**config.mk**
```make
export PLATFORM = sky130hd
export DESIGN_NAME = stopwatch_ctrl
export DESIGN_NICKNAME = d
export VERILOG_FILES = /design/src/rtl/stopwatch_ctrl.sv
export SDC_FILE = /design/constraint.sdc
export NUM_CORES = 1
export LEC_CHECK = 0
export CAP_MARGIN = 5
export CORE_UTILIZATION = 51
export DETAILED_ROUTE_END_ITERATION = 8
export PLACE_DENSITY = 0.9
export SYNTH_ARGS = -nofsm -noshare
export SYNTH_HDL_FRONTEND = slang
export SYNTH_SLANG_ARGS = --single-unit
export TNS_END_PERCENT = 30
```
**constraint.sdc**
```tcl
create_clock -name clk -period 2.7 [get_ports clk]
set_input_delay 0.405 -clock clk [delete_from_list [all_inputs] [get_ports clk]]
set_output_delay 0.405 -clock clk [all_outputs]
set_load 0.03 [all_outputs]
```
**src/rtl/stopwatch_ctrl.sv**
```systemverilog
// stopwatch_ctrl
// ---------------------------------------------------------------------------
// Stopwatch sequencing controller. Keeps an MM:SS count as four BCD digits
// and manages run, pause and adjust modes from divider ticks and debounced
// user controls. The digits and per-field blanking feed the seven-segment
// display multiplexer.
//
// Ports
//   clk           in   system clock
//   rst           in   synchronous active-high reset
//   one_hz_tick   in   1-cycle pulse; counts seconds in RUN
//   two_hz_tick   in   1-cycle pulse; increments the selected field in ADJ
//   four_hz_tick  in   1-cycle pulse; toggles the blink phase in ADJ
//   pause_pulse   in   1-cycle pulse; toggles pause (ignored in ADJ)
//   adj           in   level; 1 = adjust mode
//   sel           in   level; 0 = adjust minutes, 1 = adjust seconds
//   min_tens/min_ones/sec_tens/sec_ones  out  BCD digits (registers)
//   running       out  1 while state is RUN
//   blank_min     out  blank both minute digits
//   blank_sec     out  blank both second digits
//   state_dbg     out  current state (0 RUN, 1 PAUSED, 2 ADJ)
//
// Handshake note: there is no valid/ready traffic here. Every tick input is
// level-sampled, so each cycle it is high counts exactly once; the divider
// guarantees single-cycle pulses.
// ---------------------------------------------------------------------------
module stopwatch_ctrl (
  input  logic       clk,
  input  logic       rst,
  input  logic       one_hz_tick,
  input  logic       two_hz_tick,
  input  logic       four_hz_tick,
  input  logic       pause_pulse,
  input  logic       adj,
  input  logic       sel,
  output logic [3:0] min_tens,
  output logic [3:0] min_ones,
  output logic [3:0] sec_tens,
  output logic [3:0] sec_ones,
  output logic       running,
  output logic       blank_min,
  output logic       blank_sec,
  output logic [1:0] state_dbg
);

  typedef enum logic [1:0] {
    ST_RUN    = 2'd0,
    ST_PAUSED = 2'd1,
    ST_ADJ    = 2'd2
  } state_e;

  state_e     state_q, state_d;
  logic       paused_q, paused_d;
  logic       blink_q, blink_d;
  logic [3:0] min_tens_q, min_tens_d;
  logic [3:0] min_ones_q, min_ones_d;
  logic [3:0] sec_tens_q, sec_tens_d;
  logic [3:0] sec_ones_q, sec_ones_d;

  // BCD increment of a 00..59 field. Result is {wrap, tens, ones}; wrap is
  // set when the field rolls 59 -> 00.
  function automatic logic [8:0] inc_field(input logic [3:0] tens,
                                           input logic [3:0] ones);
    logic [8:0] r;
    if (ones == 4'd9) begin
      if (tens == 4'd5) r = {1'b1, 4'd0, 4'd0};
      else              r = {1'b0, tens + 4'd1, 4'd0};
    end else begin
      r = {1'b0, tens, ones + 4'd1};
    end
    return r;
  endfunction

  logic [8:0] sec_inc;
  logic [8:0] min_inc;

  assign sec_inc = inc_field(sec_tens_q, sec_ones_q);
  assign min_inc = inc_field(min_tens_q, min_ones_q);

  always_comb begin
    // pause toggles only outside ADJ; the flag survives a trip through ADJ
    paused_d = paused_q;
    if (pause_pulse && (state_q != ST_ADJ)) paused_d = ~paused_q;

    // adj has priority; otherwise the freshly updated pause flag decides
    if (adj)           state_d = ST_ADJ;
    else if (paused_d) state_d = ST_PAUSED;
    else               state_d = ST_RUN;

    // blink phase only runs in ADJ; any other state clears it
    blink_d = 1'b0;
    if (state_q == ST_ADJ) blink_d = blink_q ^ four_hz_tick;

    min_tens_d = min_tens_q;
    min_ones_d = min_ones_q;
    sec_tens_d = sec_tens_q;
    sec_ones_d = sec_ones_q;

    // mode decisions use the registered state, so an adj edge takes effect
    // one cycle later
    if ((state_q == ST_RUN) && one_hz_tick) begin
      sec_tens_d = sec_inc[7:4];
      sec_ones_d = sec_inc[3:0];
      if (sec_inc[8]) begin
        min_tens_d = min_inc[7:4];
        min_ones_d = min_inc[3:0];
      end
    end else if ((state_q == ST_ADJ) && two_hz_tick) begin
      // adjusting seconds never carries into minutes
      if (sel) begin
        sec_tens_d = sec_inc[7:4];
        sec_ones_d = sec_inc[3:0];
      end else begin
        min_tens_d = min_inc[7:4];
        min_ones_d = min_inc[3:0];
      end
    end
  end

  always_ff @(posedge clk) begin
    if (rst) begin
      state_q    <= ST_RUN;
      paused_q   <= 1'b0;
      blink_q    <= 1'b0;
      min_tens_q <= 4'd0;
      min_ones_q <= 4'd0;
      sec_tens_q <= 4'd0;
      sec_ones_q <= 4'd0;
    end else begin
      state_q    <= state_d;
      paused_q   <= paused_d;
      blink_q    <= blink_d;
      min_tens_q <= min_tens_d;
      min_ones_q <= min_ones_d;
      sec_tens_q <= sec_tens_d;
      sec_ones_q <= sec_ones_d;
    end
  end

  assign min_tens  = min_tens_q;
  assign min_ones  = min_ones_q;
  assign sec_tens  = sec_tens_q;
  assign sec_ones  = sec_ones_q;
  assign running   = (state_q == ST_RUN);
  // sel is taken live so a field switch moves the blink immediately
  assign blank_min = (state_q == ST_ADJ) & ~sel & blink_q;
  assign blank_sec = (state_q == ST_ADJ) &  sel & blink_q;
  assign state_dbg = state_q;

endmodule
```
==> impl_metrics.py, run 1 <==
metrics = {
    "timing": {
        "hold_viol_final": 0,
        "finalSetupViolCount": 0,
        "max_clock_freq_mhz": 425,
        "post-route-period-util": 0.872,
        "slew_viol_final": 0,
        "worst_pin_slew_ns": 0.557,
        "min_period_ns": 2.35,
        "finalClockSkew_ns": 0.00763,
        "relSlewSlack": 0.623,
        "rsz0062_at_grt": "no",
        "setup_tns_ns": 0,
        "holdWs_ns": 0.519,
    },
    "min_path": {
        "min_from": "paused_q",
        "hold_end": "paused_q",
        "whs_path_depth": 2,
        "hold_class": "register to register",
    },
    "global_route": {
        "grt_usage": 0.238,
        "grt_pass1_vias": 1012,
        "grt_pass1_wl_mm": 4.55,
        "grt_overflow_total": 0,
        "antenna_found_initial": 0,
        "grt_max_degree": 21,
    },
    "clocking": {
        "clock_sinks": 20,
        "cts_tree": "yes",
        "clkTransAtPathRegs_ns": 0.12,
        "hold_buffers": 0,
        "cts_buffers": 3,
        "ctsResizeCount": 0,
        "clock_path_buffers": 2,
        "root_buffer": "clkbuf_4",
        "cts_setup_buffers": 0,
        "htreeDepth": 1,
        "clkLatencyLatePin_ns": 0.30,
    },
    "critical_path": {
        "crit_path_start_kind": "register",
        "path_cells": "nor2b_1, and3_1, clkdlybuf4s50_1",
        "critPathSlowestCell": "clkdlybuf4s50_1",
        "rr_startpoint": "sec_ones[3]",
        "critPathCaptureType": "output port",
        "crit_required_ns": 2.30,
        "r2r_cells": 4,
        "cp_max_fo": 10,
        "slowest_delay_ns": 0.67,
        "worstSetupPathType": "register to output port",
        "timing.rr.end": "min_tens[0]",
        "crit_arrival_ns": 1.95,
        "ff2ff_setup_slack_ns": 0.90,
    },
    "drt": {
        "routed_wl_mm": 2.51,
        "vias_per_cell": 5.63,
        "wl_per_cell_um": 13.7,
        "vias": 1036,
        "antenna_left": 0,
        "firstDrtPassIters": 4,
        "drc": 0,
        "drt-initial-drc-count": 19,
    },
    "power": {
        "p_per_area_nw_per_um2": 451,
        "p_leak_uw": 0.000550,
        "peakVddDrop_mv": 0.354,
    },
    "floorplan": {
        "chipWidth_um": 49.0,
        "coreArea_um2": 2020,
        "start_util": 0.558,
        "rows": 16,
        "die_h_um": 49.0,
        "io_pins": 29,
        "dieArea_um2": 2400,
    },
    "logic_synthesis": {
        "synthesis.instances": 127,
        "yosysMostFrequentCell": "dfxtp_1",
        "yosysSeqAreaShare": 0.355,
        "async_flop_share": 0,
        "synth.largest_area_cell": "dfxtp_1",
        "yosys-top-cells-area": "dfxtp_1, nor2_1, nor2b_1, a21oi_1, mux2_2",
        "ys_seq_elements": 20,
        "yosysWarnings": 0,
        "synth_area_um2": 1130,
        "synth-edff-count": 0,
        "syn-num-nets": 135,
        "synth_common_cells": "dfxtp_1, nor2_1",
        "synth.avg_cell_area_um2": 8.88,
        "yosysUniqueCellTypes": 43,
        "synth_top_area_frac": 0.355,
        "synth_flop_cell": "dfxtp_1",
    },
    "place": {
        "dp_hpwl_mm": 1.81,
        "gp_congestion": 0.813,
        "numPortBuffers": 28,
    },
    "finish": {
        "layout.nets": 166,
        "final_util": 0.737,
        "area_delta_synth_final_pct": 32.2,
        "diodes": 0,
        "drive_gt1_frac": 0.0892,
    },
    "flow_run": {
        "maxCapViolCount": 0,
    },
    "outcome": {
        "status": "complete, no violations",
    },
}
==> where the power goes <==
part | leakage [uW] | switching (uW) | internal [uW]
Sequential | 0.000162 | 16.9 | 306
Clock | 0.0000279 | 96.1 | 150
Combinational | 0.000359 | 54.7 | 47.8
==> cell families (layout without fill, tap and decap cells) <==
family	Yosys count	count (layout)	share of synthesized area
muxes	7	7	0.0666
xor gates and xnor gates	4	4	0.0311
buffers and inverters	11	41	0.0366
and+or+nand+nor	60	60	0.337
DFF	20	20	0.355
AOI/OAI and AO/OA	25	25	0.173
==> layer usage <==
metal,global-route usage,share of wire,vias up
li1,-,-,515
met2,0.424,0.49,29
met5,0,0,-
met3,0.0530,0.049,4
met4,0.0294,0.0076,0
met1,0.299,0.45,488
==> worst max-delay path: cells and delay by family (launching register included) <==
kind          cells  cell delay, ns
buf+inv           1            0.67
flops             1            0.54
simple gates      2            0.44
==> area by class of cell <==
type / instances / area, um2
Sequential cell: 20 / 400
Multi-Input combinational cell: 96 / 686
Tap cell: 27 / 33.8
Fill cell: 151 / 532
Inverter: 8 / 30.0
Clock buffer: 3 / 22.5
Timing Repair Buffer: 29 / 288
Clock inverter: 1 / 30.0
==> placed cells by master, fill, tap and decap left out, types with 2 or more instances in the layout <==
cell type / count
xnor2_1: 3
nand2_1: 8
clkdlybuf4s50_1: 28
mux2_2: 3
mux2i_1: 3
nor2_1: 15
dfxtp_1: 20
nand2b_1: 3
o21ai_0: 2
nor3_1: 5
o31ai_1: 2
nor2b_1: 8
nand3_1: 4
a21oi_1: 8
inv_1: 8
a211oi_1: 2
o2111ai_1: 2
and3_1: 3
clkbuf_4: 3
==> sequential cells by signal, indices dropped and copies added, names as in the netlist <==
name / flops
sec_tens: 4
sec_ones: 4
state_dbg: 2
min_tens: 4
paused_q: 1
blink_q: 1
min_ones: 4
==> worst max path at each step <==
stage,startpoint,endpoint,slack [ns]
floorplan,state_dbg[1],min_tens[0],0.85
global placement,one_hz_tick,min_tens[0],0.54
detailed placement,sel,min_tens[0],0.47
CTS,state_dbg[1],blank_sec,0.32
global route,state_dbg[1],blank_sec,0.21
finish,state_dbg[1],blank_sec,0.35
==> per-stage QoR <==
stage / instance area [um2] / total power [uW] / cells / worst slack [ns]
final: 1490 / 671 / 184 / 0.346
after global routing: 1490 / 705 / 184 / 0.211
after CTS: 1490 / 674 / 184 / 0.321
after detailed placement: 1440 / 431 / 180 / 0.467
after global placement: 1440 / 427 / 180 / 0.540
after floorplan: 1130 / 389 / 127 / 0.854
No activity file was read; power rests on OpenSTA's default activity.
==> run 2: changes to the inputs <==
--- a/config.mk
+++ b/config.mk
@@ -6,6 +6,7 @@
 export NUM_CORES = 1
 export LEC_CHECK = 0
 export CAP_MARGIN = 5
+export CORE_MARGIN = 8
 export CORE_UTILIZATION = 51
 export DETAILED_ROUTE_END_ITERATION = 8
 export PLACE_DENSITY = 0.9
==> run 2 against run 1 <==
Worst hold slack improved by 0.023 ns. Worst setup slack improved by 0.062 ns. Largest power group unchanged. Flip-flop and latch count unchanged. Design area about the same. Sequential power about the same. Final cell count increased by 0.54%. Maximum frequency increased by 2.7%. Non-clock buffer count unchanged.
==> impl_metrics.py, run 2 (synthesized netlist as in run 1, its figures left out) <==
metrics = {
    "floorplan": {
        "start_util": 0.525,
        "dieArea_um2": 3970,
        "chipWidth_um": 63.0,
        "die_h_um": 63.0,
        "rows": 17,
        "coreArea_um2": 2150,
        "io_pins": 29,
    },
    "drt": {
        "vias": 1036,
        "drc": 0,
        "vias_per_cell": 5.60,
        "routed_wl_mm": 2.56,
        "firstDrtPassIters": 4,
        "wl_per_cell_um": 13.8,
        "drt-initial-drc-count": 33,
        "antenna_left": 0,
    },
    "finish": {
        "area_delta_synth_final_pct": 32.3,
        "drive_gt1_frac": 0.0892,
        "final_util": 0.694,
        "layout.nets": 166,
        "diodes": 0,
        "postLayoutCellArea_um2": 1490,
        "mostFrequentLayoutCells": "clkdlybuf4s50_1, dfxtp_1, nor2_1",
        "final_common_cell": "clkdlybuf4s50_1",
    },
    "timing": {
        "finalSetupViolCount": 0,
        "hold_viol_final": 0,
        "slew_viol_final": 0,
        "finalClockSkew_ns": 0.0150,
        "max_clock_freq_mhz": 436,
        "worst_pin_slew_ns": 0.577,
        "post-route-period-util": 0.849,
        "rsz0062_at_grt": "no",
        "relSlewSlack": 0.610,
        "min_period_ns": 2.29,
        "setup_tns_ns": 0,
    },
    "clocking": {
        "clkLatencyLatePin_ns": 0.30,
        "cts_tree": "yes",
        "clock_path_buffers": 2,
        "htreeDepth": 1,
        "root_buffer": "clkbuf_4",
        "clkTransAtPathRegs_ns": 0.12,
        "cts_setup_buffers": 0,
        "hold_buffers": 0,
        "clock_sinks": 20,
        "ctsResizeCount": 0,
        "cts_buffers": 3,
    },
    "place": {
        "numPortBuffers": 28,
        "gp_congestion": 0.792,
        "dp_hpwl_mm": 1.90,
        "placed_area_um2": 1440,
    },
    "global_route": {
        "antenna_found_initial": 0,
        "grt_pass1_vias": 1032,
        "grt_usage": 0.128,
        "grt_pass1_wl_mm": 4.35,
        "grt_overflow_total": 0,
        "grt_max_degree": 16,
    },
    "power": {
        "peakVddDrop_mv": 0.306,
        "p_leak_uw": 0.000550,
        "p_per_area_nw_per_um2": 448,
        "design_power_total_uw": 668,
    },
    "critical_path": {
        "crit_arrival_ns": 1.89,
        "cp_max_fo": 10,
        "critPathCaptureType": "output port",
        "rr_startpoint": "state_dbg[1]",
        "worstSetupPathType": "register to output port",
        "r2r_cells": 4,
        "crit_path_start_kind": "register",
        "crit_required_ns": 2.30,
        "timing.rr.end": "min_tens[0]",
        "ff2ff_setup_slack_ns": 0.91,
    },
    "outcome": {
        "status": "complete, no violations",
    },
    "flow_run": {
        "maxCapViolCount": 0,
    },
    "min_path": {
        "min_from": "paused_q",
        "hold_class": "register to register",
        "whs_path_depth": 2,
        "hold_end": "paused_q",
    },
}
==> run 2: cell counts in the layout (fill, tap and decap cells not counted) <==
Identical to the previous run, type by type.
==> run 2: power breakdown <==
group          total (uW)  switching (uW)  internal (uW)
Clock                 243            93.3            150
Combinational         102            54.2           47.8
Sequential            322            16.3            306
==> run 2: worst max-delay path, cell delays in order, from the launching register on <==
cell	delay, ns
dfxtp_1	0.53
nor2b_1	0.21
and3_1	0.17
clkdlybuf4s50_1	0.67
==> run 2: how the worst max path moves through the flow <==
stage / from / end / cells after the start
4_1_cts: state_dbg[1] / blank_sec / 3
5_1_grt: state_dbg[1] / blank_min / 4
6_report: state_dbg[1] / blank_sec / 3
2_1_floorplan: state_dbg[1] / min_tens[0] / 4
3_3_place_gp: sel / blank_sec / 3
3_5_place_dp: one_hz_tick / min_tens[0] / 5
==> run 2: cell type report <==
type                    count  area (um2)
well taps                  28        35.0
multi-input cells          96         686
fillers                   166         657
clock inverters             1        30.0
repair buffers             29         288
clock buffers               3        22.5
inverters                   8        30.0
flip-flops and latches     20         400
==> run 2: routing by layer <==
| metal | vias to the layer above | share of wire | GRT usage |
|---|---|---|---|
| li1 | 515 | - | - |
| met1 | 481 | 0.45 | 0.144 |
| met2 | 38 | 0.47 | 0.214 |
| met3 | 2 | 0.079 | 0.0448 |
| met4 | 0 | 0.0039 | 0.0513 |
| met5 | - | 0 | 0 |
==> run 2: metrics by stage <==
step	setup WS, ns	hold slack [ns]	std cells
5_1_grt	0.243	0.577	185
4_1_cts	0.377	0.546	185
2_1_floorplan	0.854	0.472	127
3_3_place_gp	0.537	0.486	181
6_report	0.408	0.542	185
3_5_place_dp	0.481	0.518	181
==> RTL change 1, RTL diff (config.mk and constraints of run 1) <==
Put a register stage on the outputs `running`, `blank_min` and `blank_sec`, without a reset. The values now appear one clock later. The other outputs are not delayed to match.
--- a/src/rtl/stopwatch_ctrl.sv
+++ b/src/rtl/stopwatch_ctrl.sv
@@ -142,8 +142,10 @@
   assign sec_tens  = sec_tens_q;
   assign sec_ones  = sec_ones_q;
-  assign running   = (state_q == ST_RUN);
   // sel is taken live so a field switch moves the blink immediately
-  assign blank_min = (state_q == ST_ADJ) & ~sel & blink_q;
-  assign blank_sec = (state_q == ST_ADJ) &  sel & blink_q;
+  always_ff @(posedge clk) begin
+    running   <= (state_q == ST_RUN);
+    blank_min <= (state_q == ST_ADJ) & ~sel & blink_q;
+    blank_sec <= (state_q == ST_ADJ) &  sel & blink_q;
+  end
   assign state_dbg = state_q;
 
Function: changed (Yosys sat finds a counterexample within 4 cycles, from zero or initial values and one cycle with rst high).
==> RTL change 1 against run 1 <==
Sequential cell count is 3 higher. Cell area down 7.3%. Via count shrank 4.1%. Setup slack better by 0.15 ns. Critical path depth rose by 1. Hold slack got worse by 0.030 ns. Global-route usage is 0.25 points lower. Routed wire length fell by 8.6%. Power is 11% lower. Synthesized area is 7.8% lower. Die area down 7.5%. Critical path type is now reg -> reg. Largest cell class unchanged.
==> RTL change 1: results (changes against run 1) <==
[global_route]
grt_max_degree = 14  ; -33%
grt_first_pass_wirelength_microns = 3712  ; -18%
grt_util_met1_pct = 30.02  ; +0.16 points
grt_use_met2_pct = 40.00  ; -2.4 points
gr-usage-all-layers_pct = 23.53  ; -0.25 points
grt_pass1_vias = 864  ; -15%

[timing]
holdWs_ns = 0.4891  ; -0.03028 ns
finalCriticalPeriod_ns = 2.201  ; -0.1530 ns
finalClockSkew_ns = 0.006620  ; -0.001013 ns
timing.slew.headroom_pct = 40.58  ; -22 points

[power]
p_comb_mw = 0.0802  ; -22%
clock_power_share_pct = 26.6  ; -10 points
report.power.total_mw = 0.5985  ; -11%
power_leakage_nw = 0.4455  ; -19%
switching_share_pct = 25.95  ; +0.98 points
vdd_drop_max_mv = 0.3054  ; -14%

[finish]
stdcell_count = 170  ; -7.6%
drive_above_1_share_pct = 6.207  ; -2.7 points

[worst_setup_path]
cp_max_fo = 7  ; -3
rrSetupSlack_ns = 0.50  ; -0.40 ns
r2r_start = sec_tens[2]
critPathMaxStageDelay_ns = 0.73  ; +0.06 ns
critical_path_class = reg -> reg
arrival_ns = 2.42  ; +0.47 ns
r2r_end = min_ones[3]
crit_path_top_delay_cell = o41ai_1

[hold_path]
worstHoldStart = state_dbg[0]
holdPathStages = 1  ; -1
worstHoldEndpoint = running

[detailed_routing]
drtIter0Drc = 41  ; +22
via_per_inst = 5.847  ; +3.8%
wl_met1_microns = 1018  ; -11%
met3_length_microns = 172  ; +40%
avgRoutedWirePerCell_microns = 13.51  ; -1.1%
met2_length_microns = 1080  ; -12%

[synth]
synth_cell_types = 38  ; -12%
synth.area.top_cells = dfxtp_1 44%, a21oi_1 4.3%, nor2_1 4.3%
yosys-top-cells-count = 23 x dfxtp_1, 12 x nor2_1, 9 x a21oi_1
ys_seq_area_share_pct = 44.28  ; +8.8 points

[place]
gp_congestion = 0.8001  ; -1.6%
hpwl_microns = 1708  ; -5.9%
pre_cts_ws_ns = 0.2429  ; -0.2238 ns

[run_status]
outcome = complete, no violations

[RTL change 1: changes by cell type after synthesis, sizes merged, moves of 3 or more]
cell / run 1 / this run
and3: 3 / 0
dfxtp: 20 / 23
mux2: 4 / 1
nand2: 9 / 3
nor2: 15 / 12
nor2b: 8 / 5
[RTL change 1: area by class of cell]
class / count / area, sq um
Sequential cell: 23 / 460.4
Timing Repair Buffer: 30 / 295.3
Tap cell: 25 / 31.28
Multi-Input combinational cell: 80 / 538.0
Clock buffer: 4 / 26.28
Inverter: 8 / 30.03
Fill cell: 129 / 439.2
[RTL change 1: kinds of logic (layout without fill, tap and decap cells)]
logic type | after synthesis | after routing | synth area share, %
and+or+nand+nor | 42 | 42 | 22.86
AOI/OAI and AO/OA | 30 | 30 | 21.66
DFF | 23 | 23 | 44.28
buffers and inverters | 11 | 42 | 3.971
xor gates and xnor gates | 5 | 5 | 4.212
muxes | 3 | 3 | 3.008
==> RTL change 2, RTL diff (flow settings as in run 1) <==
Without the edit above. Reset style: asynchronous (`rst`), changed in one clocked block. Comments in the files are not updated.
--- a/src/rtl/stopwatch_ctrl.sv
+++ b/src/rtl/stopwatch_ctrl.sv
@@ -118,5 +118,5 @@
   end
 
-  always_ff @(posedge clk) begin
+  always_ff @(posedge clk or posedge rst) begin
     if (rst) begin
       state_q    <= ST_RUN;
Behaviour: differs if rst is asserted again (counterexample within 4 cycles, from zero or initial values and one cycle with rst high); with rst held inactive, the same outputs for 10 cycles.
==> RTL change 2 against run 1 <==
Synthesized area down 5.2%. Routed wire length down 20%. Non-clock buffer count down 1. Setup slack worse by 0.012 ns. Clock skew down 0.0032 ns. Sequential cell count unchanged. Cell area down 5.5%. Critical path type unchanged. Critical endpoint is now blank_min. Highest routed layer unchanged.
Power is not compared: it rests on default switching activity, and its combinational part moved more than twofold at a synthesized area within 25%.
==> RTL change 2: results (changes against run 1) <==
[timing]
fin_ws_ns = 0.3338  ; -0.01245 ns
finalClockSkew_ns = 0.004450  ; -0.003183 ns
holdWs_ns = 0.4798  ; -0.03954 ns

[detailed_routing]
wl_met1_microns = 834  ; -27%
drtIter0Drc = 18  ; -1
via_count = 808  ; -22%
met2_length_microns = 1056  ; -14%
postRouteWirelength_microns = 2012  ; -20%

[hold_path]
holdPathStages = 1  ; -1
worstHoldStart = paused_q
worstHoldEndpoint = paused_q

[finish]
clkbuf_count = 4  ; +1
seqCellArea_sq_um = 500.5  ; +25%
num-nets-final = 134  ; -19%
multi_input_gates = 66  ; -31%
nonClkBufAreaFrac_pct = 19.89  ; +0.58 points
fillers = 156  ; +3.3%
non_clock_buffer_count = 28  ; -3.4%
nonClockInverterCount = 7  ; -1
stdcell_count = 152  ; -17%

[worst_setup_path]
critPathMaxStageDelay_ns = 0.71  ; +0.04 ns
cp-startpoint = state_dbg[0]
rrSetupSlack_ns = 0.82  ; -0.08 ns

[run_status]
outcome = complete, no violations

[global_route]
gr-usage-all-layers_pct = 20.55  ; -3.2 points
met3_usage_pct = 4.528  ; -0.77 points
grt_util_met1_pct = 24.52  ; -5.3 points

[synth]
syn_nets = 102  ; -24%
synth.avg_cell_area_sq_um = 11.37  ; +28%
synth_flop_cell = dfrtp_1
synth_cell_types = 38  ; -12%
async_flop_share_pct = 100.0  ; +100 points
ys_seq_area_share_pct = 46.84  ; +11 points

[place]
gp_congestion = 0.7996  ; -1.7%

[die]
die_w_microns = 47.77  ; -2.5%

## RTL change 2: changes by cell type after synthesis, sizes merged, moves of 3 or more
| cell | run 1 | this run |
|---|---|---|
| dfxtp | 20 | 0 |
| clkbuf | 3 | 0 |
| nand2b | 3 | 6 |
| nor2 | 15 | 5 |
| dfrtp | 0 | 20 |
| nor2b | 8 | 3 |
| nand2 | 9 | 3 |
| xnor2 | 3 | 7 |
| a21oi | 8 | 4 |
| o211ai | 1 | 4 |
## RTL change 2: logic make-up (layout without fill, tap and decap cells)
kind of cell / after synthesis / count (layout) / synth area share (%)
multiplexers: 4 / 4 / 4.098
flip-flops: 20 / 20 / 46.84
AO/OA/AOI/OAI: 20 / 20 / 14.29
buffers and inverters: 8 / 39 / 3.396
XOR/XNOR: 9 / 9 / 7.377
AND/OR/NAND/NOR: 33 / 33 / 24.01
